## src/rtl/sw_ctrl_pkg.sv

```systemverilog
// Shared constants and helpers for the switch run/clear front end.
//   Default parameter values for sw_run_ctrl / sw_debounce.
//   cnt_width(): counter width able to hold values 0..max_val (never narrower than 1 bit).
package sw_ctrl_pkg;

   localparam int unsigned DefNSw            = 2;
   localparam int unsigned DefDebounceCycles = 100000;
   localparam int unsigned DefTickDiv        = 1;
   localparam int unsigned DefRunIdx         = 0;
   localparam int unsigned DefClrIdx         = 1;

   function automatic int unsigned cnt_width(input int unsigned max_val);
      return (max_val < 1) ? 1 : $clog2(max_val + 1);
   endfunction

endpackage

```

## src/rtl/sw_debounce.sv

```systemverilog
// Single-switch conditioner: 2-flop synchroniser, stability counter, debounced level and
// registered one-cycle rise/fall flags that assert in the same cycle the level changes.
// Ports:
//   clk   in   system clock
//   rst   in   synchronous active-high reset
//   sw    in   raw asynchronous switch input
//   level out  debounced level
//   rise  out  1-cycle pulse on debounced 0->1
//   fall  out  1-cycle pulse on debounced 1->0
module sw_debounce
   import sw_ctrl_pkg::*;
#(
   parameter int unsigned DEBOUNCE_CYCLES = DefDebounceCycles
) (
   input  logic clk,
   input  logic rst,
   input  logic sw,
   output logic level,
   output logic rise,
   output logic fall
);

   localparam int unsigned     CntW    = cnt_width(DEBOUNCE_CYCLES);
   localparam logic [CntW-1:0] CntLast = CntW'(DEBOUNCE_CYCLES - 1);

   logic            sync_q, syn_q;
   logic            stable_q, stable_d;
   logic            rise_q, rise_d;
   logic            fall_q, fall_d;
   logic [CntW-1:0] cnt_q, cnt_d;

   // Counter only runs while the synced input disagrees with the accepted level; any
   // agreement restarts it, so short glitches never reach the output.
   always_comb begin
      cnt_d    = '0;
      stable_d = stable_q;
      rise_d   = 1'b0;
      fall_d   = 1'b0;
      if (syn_q != stable_q) begin
         if (cnt_q == CntLast) begin
            stable_d = syn_q;
            rise_d   = syn_q;
            fall_d   = ~syn_q;
         end else begin
            cnt_d = cnt_q + 1'b1;
         end
      end
   end

   always_ff @(posedge clk) begin
      if (rst) begin
         sync_q   <= 1'b0;
         syn_q    <= 1'b0;
         stable_q <= 1'b0;
         rise_q   <= 1'b0;
         fall_q   <= 1'b0;
         cnt_q    <= '0;
      end else begin
         sync_q   <= sw;
         syn_q    <= sync_q;
         stable_q <= stable_d;
         rise_q   <= rise_d;
         fall_q   <= fall_d;
         cnt_q    <= cnt_d;
      end
   end

   assign level = stable_q;
   assign rise  = rise_q;
   assign fall  = fall_q;

endmodule

```

## src/rtl/sw_run_ctrl.sv

```systemverilog
// Run/clear front end for the timer datapath: debounces N_SW switches and derives a run
// enable, clear level/pulse and a divided tick clock-enable (no gated clocks).
// Optional feature macro: SW_CTRL_TOGGLE_EN -- run switch acts as a push-button that toggles
// the run state on each debounced rise; otherwise run follows the switch level.
// Ports:
//   clk        in   system clock
//   rst        in   synchronous active-high reset
//   sw         in   [N_SW] raw asynchronous switches
//   sw_level   out  [N_SW] debounced levels
//   sw_rise    out  [N_SW] 1-cycle debounced 0->1 pulses
//   sw_fall    out  [N_SW] 1-cycle debounced 1->0 pulses
//   run_en     out  timer run enable (clear dominates)
//   clr        out  clear level
//   clr_pulse  out  1-cycle pulse on clear assertion
//   tick       out  registered 1-cycle clock-enable for the timer core
module sw_run_ctrl
   import sw_ctrl_pkg::*;
#(
   parameter int unsigned N_SW            = DefNSw,
   parameter int unsigned DEBOUNCE_CYCLES = DefDebounceCycles,
   parameter int unsigned TICK_DIV        = DefTickDiv,
   parameter int unsigned RUN_IDX         = DefRunIdx,
   parameter int unsigned CLR_IDX         = DefClrIdx
) (
   input  logic            clk,
   input  logic            rst,
   input  logic [N_SW-1:0] sw,
   output logic [N_SW-1:0] sw_level,
   output logic [N_SW-1:0] sw_rise,
   output logic [N_SW-1:0] sw_fall,
   output logic            run_en,
   output logic            clr,
   output logic            clr_pulse,
   output logic            tick
);

   localparam int unsigned     DivW    = cnt_width(TICK_DIV);
   localparam logic [DivW-1:0] DivLast = DivW'(TICK_DIV - 1);

   // Elaboration-time parameter checks.
   if (N_SW < 2) begin : g_err_nsw
      $error("sw_run_ctrl: N_SW must be >= 2");
   end
   if (DEBOUNCE_CYCLES < 1) begin : g_err_deb
      $error("sw_run_ctrl: DEBOUNCE_CYCLES must be >= 1");
   end
   if (TICK_DIV < 1) begin : g_err_div
      $error("sw_run_ctrl: TICK_DIV must be >= 1");
   end
   if (RUN_IDX >= N_SW || CLR_IDX >= N_SW) begin : g_err_idx
      $error("sw_run_ctrl: RUN_IDX/CLR_IDX out of range");
   end
   if (RUN_IDX == CLR_IDX) begin : g_err_same
      $error("sw_run_ctrl: RUN_IDX and CLR_IDX must differ");
   end

   for (genvar i = 0; i < int'(N_SW); i++) begin : g_deb
      sw_debounce #(
         .DEBOUNCE_CYCLES(DEBOUNCE_CYCLES)
      ) u_deb (
         .clk  (clk),
         .rst  (rst),
         .sw   (sw[i]),
         .level(sw_level[i]),
         .rise (sw_rise[i]),
         .fall (sw_fall[i])
      );
   end

   assign clr       = sw_level[CLR_IDX];
   assign clr_pulse = sw_rise[CLR_IDX];

   logic run_state;

`ifdef SW_CTRL_TOGGLE_EN
   logic run_state_q, run_state_d;

   // Clear both forces stop and masks start/stop presses while held.
   always_comb begin
      run_state_d = run_state_q;
      if (clr) begin
         run_state_d = 1'b0;
      end else if (sw_rise[RUN_IDX]) begin
         run_state_d = ~run_state_q;
      end
   end

   always_ff @(posedge clk) begin
      if (rst) begin
         run_state_q <= 1'b0;
      end else begin
         run_state_q <= run_state_d;
      end
   end

   assign run_state = run_state_q;
`else
   assign run_state = sw_level[RUN_IDX];
`endif

   assign run_en = run_state & ~clr;

   // Tick divider: clear restarts the period, a stop just freezes it so a restart
   // resumes mid-period.
   logic [DivW-1:0] div_q, div_d;
   logic            tick_q, tick_d;

   always_comb begin
      div_d  = div_q;
      tick_d = 1'b0;
      if (clr) begin
         div_d = '0;
      end else if (run_en) begin
         tick_d = (div_q == DivLast);
         div_d  = tick_d ? '0 : div_q + 1'b1;
      end
   end

   always_ff @(posedge clk) begin
      if (rst) begin
         div_q  <= '0;
         tick_q <= 1'b0;
      end else begin
         div_q  <= div_d;
         tick_q <= tick_d;
      end
   end

   assign tick = tick_q;

endmodule
```

## config.mk

```make
export PLATFORM = sky130hd
export DESIGN_NAME = sw_run_ctrl
export DESIGN_NICKNAME = d
export VERILOG_FILES = /design/src/rtl/sw_ctrl_pkg.sv /design/src/rtl/sw_debounce.sv /design/src/rtl/sw_run_ctrl.sv
export SDC_FILE = /design/constraint.sdc
export NUM_CORES = 1
export LEC_CHECK = 0
export ABC_CLOCK_PERIOD_IN_PS = 1800
export CAP_MARGIN = 0
export CORE_AREA = 2 2 66 68
export CTS_CLUSTER_SIZE = 10
export DETAILED_ROUTE_END_ITERATION = 8
export DIE_AREA = 0 0 68 70
export PLACE_DENSITY = 0.68
export SLEW_MARGIN = 20
export SYNTH_ARGS = -nofsm -noshare
export SYNTH_HDL_FRONTEND = slang
export SYNTH_SLANG_ARGS = --single-unit
```

## constraint.sdc

```tcl
create_clock -name clk -period 1.8 [get_ports clk]
set_input_delay 0.36 -clock clk [delete_from_list [all_inputs] [get_ports clk]]
set_output_delay 0.36 -clock clk [all_outputs]
set_load 0.03 [all_outputs]
```

# == Word-level counts from Yosys, hierarchy flattened ==
# Index checks and enable logic that the tools add are counted.
# W data, S select, Z words.
# classes
addsub,3
n_eq_ne,4
muxes,1
bitwise_logic,10
reduce_logical,8
# ops
cell,n
$add A17 B1 Y17 const B,2
$eq A17 B17 Y1 const B,2
$reduce_or A3 Y1,5
$not A1 Y1,9
$reduce_and A2 Y1,2
$ne A1 B1 Y1,2
$reduce_or A2 Y1,1
$add A1 B1 Y1 const B,1
$and A1 B1 Y1,1
$mux W1,1
# totals
register_bits,46
inputBits,4
elab_cells,40

# == Depth between registers and ports, before layout ==
# Gate-level depths: netlist (run 1).
# depth
word_depth,4
ltp_mapped,8

# == Cells and area by module ==
# From an unflattened synthesis (run 1), not the netlist that was laid out.
# unflattened
cells_unflattened,206
hier_area_um2,1985.7
# by_module_without_submodules
mod,n_inst,cells_each,area_each_um2
sw_debounce,2,100,962.2
sw_run_ctrl,1,6,61.3

# == Least setup slack after synthesis (run 1) ==
# No wires, ideal clock.
# synth_path
path_kind,reg-to-reg
start,reg g_deb[1].u_deb.cnt_q[0]
end,reg g_deb[1].u_deb.cnt_q[16]
t_arrival_ns,1.555
required_time_ns,1.734
setup_slack_ns,0.179
stages_incl_launch_ff,7
period_less_slack_ns,1.621
cell_sequence,dfxtp_1 -> ha_1 -> and4_1 -> buf_6 -> nand3_4 -> or4_4 -> a21oi_2
# synth_via
elab_chain_cells,2
word_cells_on_any_way,3
# synth_rtl
element,line,source
from (decl),sw_debounce.sv:30,"logic [CntW-1:0] cnt_q, cnt_d;"
from (signal assigned),sw_debounce.sv:64,cnt_q <= cnt_d;
branches (longest 2 deep; another with $add A17 B1 Y17),--,
# Several ways; the timed one is not identified.
# A chain may end at the register's enable or synchronous reset.

# == Worst setup path after layout (run 1) ==
# layout_path
start,reg g_deb[0].u_deb.stable_q
end,out sw_level[0]
# layout_rtl
element,line,source
from (decl),sw_debounce.sv:27,"logic stable_q, stable_d;"
from (signal assigned),sw_debounce.sv:61,stable_q <= stable_d;
to (decl),sw_run_ctrl.sv:28,"output logic [N_SW-1:0] sw_level,"
# No word-level cell between the ends.

==> results of run 1 <==
## what timing repair did
| item | in CTS | in global routing |
|---|---|---|
| setup buffers | 0 | 3 |
| hold buffers | 0 | 0 |
| resized for setup | 1 | 2 |
| setup endpoints to repair | 1 | 18 |
| pin swaps | 0 | 1 |
## metal layers
layer  GRT usage (%)  wire, microns  vias to the layer above
met3           4.831             93                        2
li1                -              -                      748
met4           3.333              7                        0
met2           23.73           1514                       16
met1           18.18           1565                      616
met5               0              0                        -
## cell usage in the layout, fill, tap and decap left out, drive strengths merged
master	netlist	final
nor4bb	3	3
ha	2	2
nand3	14	14
o21ai	2	2
nor4	8	8
inv	8	9
dlymetal6s2s	0	2
or4	1	1
xor2	11	11
nor2	34	34
xnor2	18	18
nor2b	6	6
nor4b	1	1
and3	3	3
clkinvlp	0	1
nor3	9	9
nand2b	4	4
and4	3	3
a21oi	3	3
dlygate4sd2	0	1
or3	3	3
clkbuf	1	5
clkdlybuf4s50	0	10
nand2	6	6
and4b	1	1
nand4	11	11
dfxtp	45	45
buf	10	9
clkinv	0	1
mux2i	2	2
o31ai	1	1
## flip-flops by register name, indices dropped and copies added, names as in the netlist
name	cells
g_deb.u_deb.fall	2
tick	1
g_deb.u_deb.sync_q	2
g_deb.u_deb.rise	2
g_deb.u_deb.level	2
g_deb.u_deb.cnt_q	34
g_deb.u_deb.syn_q	2
## cell type report
cell class,instances,area [sq um]
Sequential cell,45,900.9
Tap cell,52,65.06
Clock buffer,5,68.82
Multi-Input combinational cell,146,932.1
Clock inverter,3,21.27
Inverter,8,30.03
Timing Repair Buffer,22,201.4
Fill cell,374,1924
## through the flow
step                      power, mW  area [sq um]  utilization (%)  instances
after global placement        1.054          2103            50.75        270
after CTS                     1.679          2192            52.90        278
after global routing          1.719          2220            53.56        281
final                         1.653          2220            53.56        281
after detailed placement      1.055          2103            50.75        270
after floorplan               1.040          1944                -        210
## power breakdown
group	total, mW	leakage (nW)	internal [mW]	switching (mW)
clock	0.622	0.0445	0.276	0.347
combinational	0.0275	0.346	0.0146	0.0129
sequential	1.00	0.363	1.00	0.00345
total	1.65	0.754	1.29	0.363
## how the worst max path moves through the flow
| stage | start | endpoint |
|---|---|---|
| after floorplan | g_deb[1].u_deb.cnt_q[0]$_SDFF_PP0_ | g_deb[1].u_deb.cnt_q[16]$_SDFF_PP0_ |
| after global placement | g_deb[1].u_deb.cnt_q[0]$_SDFF_PP0_ | g_deb[1].u_deb.cnt_q[16]$_SDFF_PP0_ |
| after detailed placement | g_deb[1].u_deb.cnt_q[0]$_SDFF_PP0_ | g_deb[1].u_deb.cnt_q[16]$_SDFF_PP0_ |
| after CTS | g_deb[1].u_deb.level$_SDFFE_PP0P_ | clr |
| after global routing | g_deb[0].u_deb.level$_SDFFE_PP0P_ | sw_level[0] |
| final | g_deb[0].u_deb.level$_SDFFE_PP0P_ | sw_level[0] |
## kinds of logic (layout without fill, tap and decap cells)
logic type,Yosys count,count (layout),share of synthesized area (%)
AO/OA/AOI/OAI,6,6,1.866
XOR/XNOR,29,29,13.06
adder cells (fa/ha/maj),2,2,1.287
buffers and inverters,19,38,5.727
flip-flops,45,45,46.33
multiplexers,2,2,1.030
AND/OR/NAND/NOR,107,107,30.70
==> results_dict.tcl, run 1 <==
set metrics [dict create \
    drtIter0Drc 58 \
    fin_ws_ps 63.84 \
    synth_warnings 0 \
    firstDrtPassIters 4 \
    diodes 0 \
    cp.depth 1 \
    yosysSeqAreaShare_pct 46.33 \
    dieHeight_microns 70 \
    synth_area_sq_um 1944 \
    max_slew.worst_pin.slew_ps 330.1 \
    area_growth_pct 14.16 \
    reg2reg_to "g_deb[1].u_deb.cnt_q[16]$_SDFF_PP0_" \
    fp.dieW_microns 68 \
    end_kind "output port" \
    path_class "flip-flop to output port" \
    hold_depth 1 \
    path_max_fanout 4 \
    cts_max_path_buffers 2 \
    yosys_most_used_dff "dfxtp_1" \
    crit_chain "clkdlybuf4s50_1" \
    wl_per_cell_microns 11.32 \
    routed_via_density 4.918 \
    cts_max_level 2 \
    place_congestion 0.8120 \
    p_per_area_nw_per_um2 744.7 \
    grt_max_degree 17 \
    reg2regPathDepth 5 \
    synth.most_common_cell "dfxtp_1" \
    clock-sinks 45 \
    crit_arrival_ps 1380 \
    grt_pass1_wl_mm 5.402 \
    clock_skew_ps 10.43 \
    hold_viol_final 0 \
    numPortBuffers 13 \
    yosysTopAreaCell "dfxtp_1" \
    synth-seq-cells 45 \
    synth_edf_count 0 \
    synth_cells 210 \
    power_leakage_nw 0.7537 \
    min_period_ps 1736 \
    ant_nets 0 \
    r2r_slack_ps 100 \
    start_util_pct 46.92 \
    min_from "g_deb[1].u_deb.sync_q$_SDFF_PP0_" \
    grt_antenna_before_repair 0 \
    cts_tree "yes" \
    fmaxAchievable_ghz 0.5760 \
    clk_latency_ps 300 \
    place.detailed.hpwl_mm 2.255 \
    drv_cap 0 \
    routed_wl_mm 3.181 \
    cts_buffers 5 \
    async_flop_share_pct 0 \
    synth.top_cell.area_share_pct 46.33 \
    finalSetupTns_ps 0 \
    rsz0062_at_grt "false" \
    ir_worst_vdd_v 0.0004428 \
    vias 1382 \
    dp_slack_ps 130.5 \
    synthesis.nets 216 \
    drcViolationCount 0 \
    cpLargestDelayFamily "buffers and inverters" \
    dieArea_sq_um 4760 \
    cp_num_buf_inv 1 \
    crit_path_top_delay_cell "clkdlybuf4s50_1" \
    first_global_vias 1282 \
    cpPeakStageDelay_ps 690 \
    hold_path_class "flip-flop to flip-flop" \
    postSynthAreaPerCell_sq_um 9.259 \
    synth_cell_types 34 \
    period_share_pct 96.45 \
    ys_top_cells_by_area "dfxtp_1 46%, xnor2_1 8.1%, nor2_1 6.6%" \
    critPathLaunchType "flip-flop" \
    overflow 0 \
    synth_common_cells "45 x dfxtp_1, 34 x nor2_1, 18 x xnor2_1" \
    path_clk_slew_ps 90 \
    io_pins 14 \
    worstPathRequired_ps 1440 \
    status "finished clean" \
    root_buffer "clkbuf_8" \
    row_count 24 \
    drive_gt1_share_pct 10.48 \
    grt_usage_pct 14.49 \
    fin_nets 234 \
    r2r_start "g_deb[1].u_deb.cnt_q[0]$_SDFF_PP0_" \
    holdPathEnd "g_deb[1].u_deb.syn_q$_SDFF_PP0_" \
    drv_slew 0 \
    relSlewSlack_pct 77.79 \
    core-area_sq_um 4144 \
    hold_slack_ps 447.4 \
    final-setup-viol-count 0 \
]
Note: power is estimated with default switching activity, not from simulation.
==> run 2, diff against run 1 <==
--- a/config.mk
+++ b/config.mk
@@ -8,7 +8,7 @@
 export ABC_CLOCK_PERIOD_IN_PS = 1800
 export CAP_MARGIN = 0
 export CORE_AREA = 2 2 66 68
-export CTS_CLUSTER_SIZE = 10
+export CTS_CLUSTER_SIZE = 12
 export DETAILED_ROUTE_END_ITERATION = 8
 export DIE_AREA = 0 0 68 70
 export PLACE_DENSITY = 0.68
==> results of run 2 <==
Final layout, timing and power as in run 1 (identical DEF).
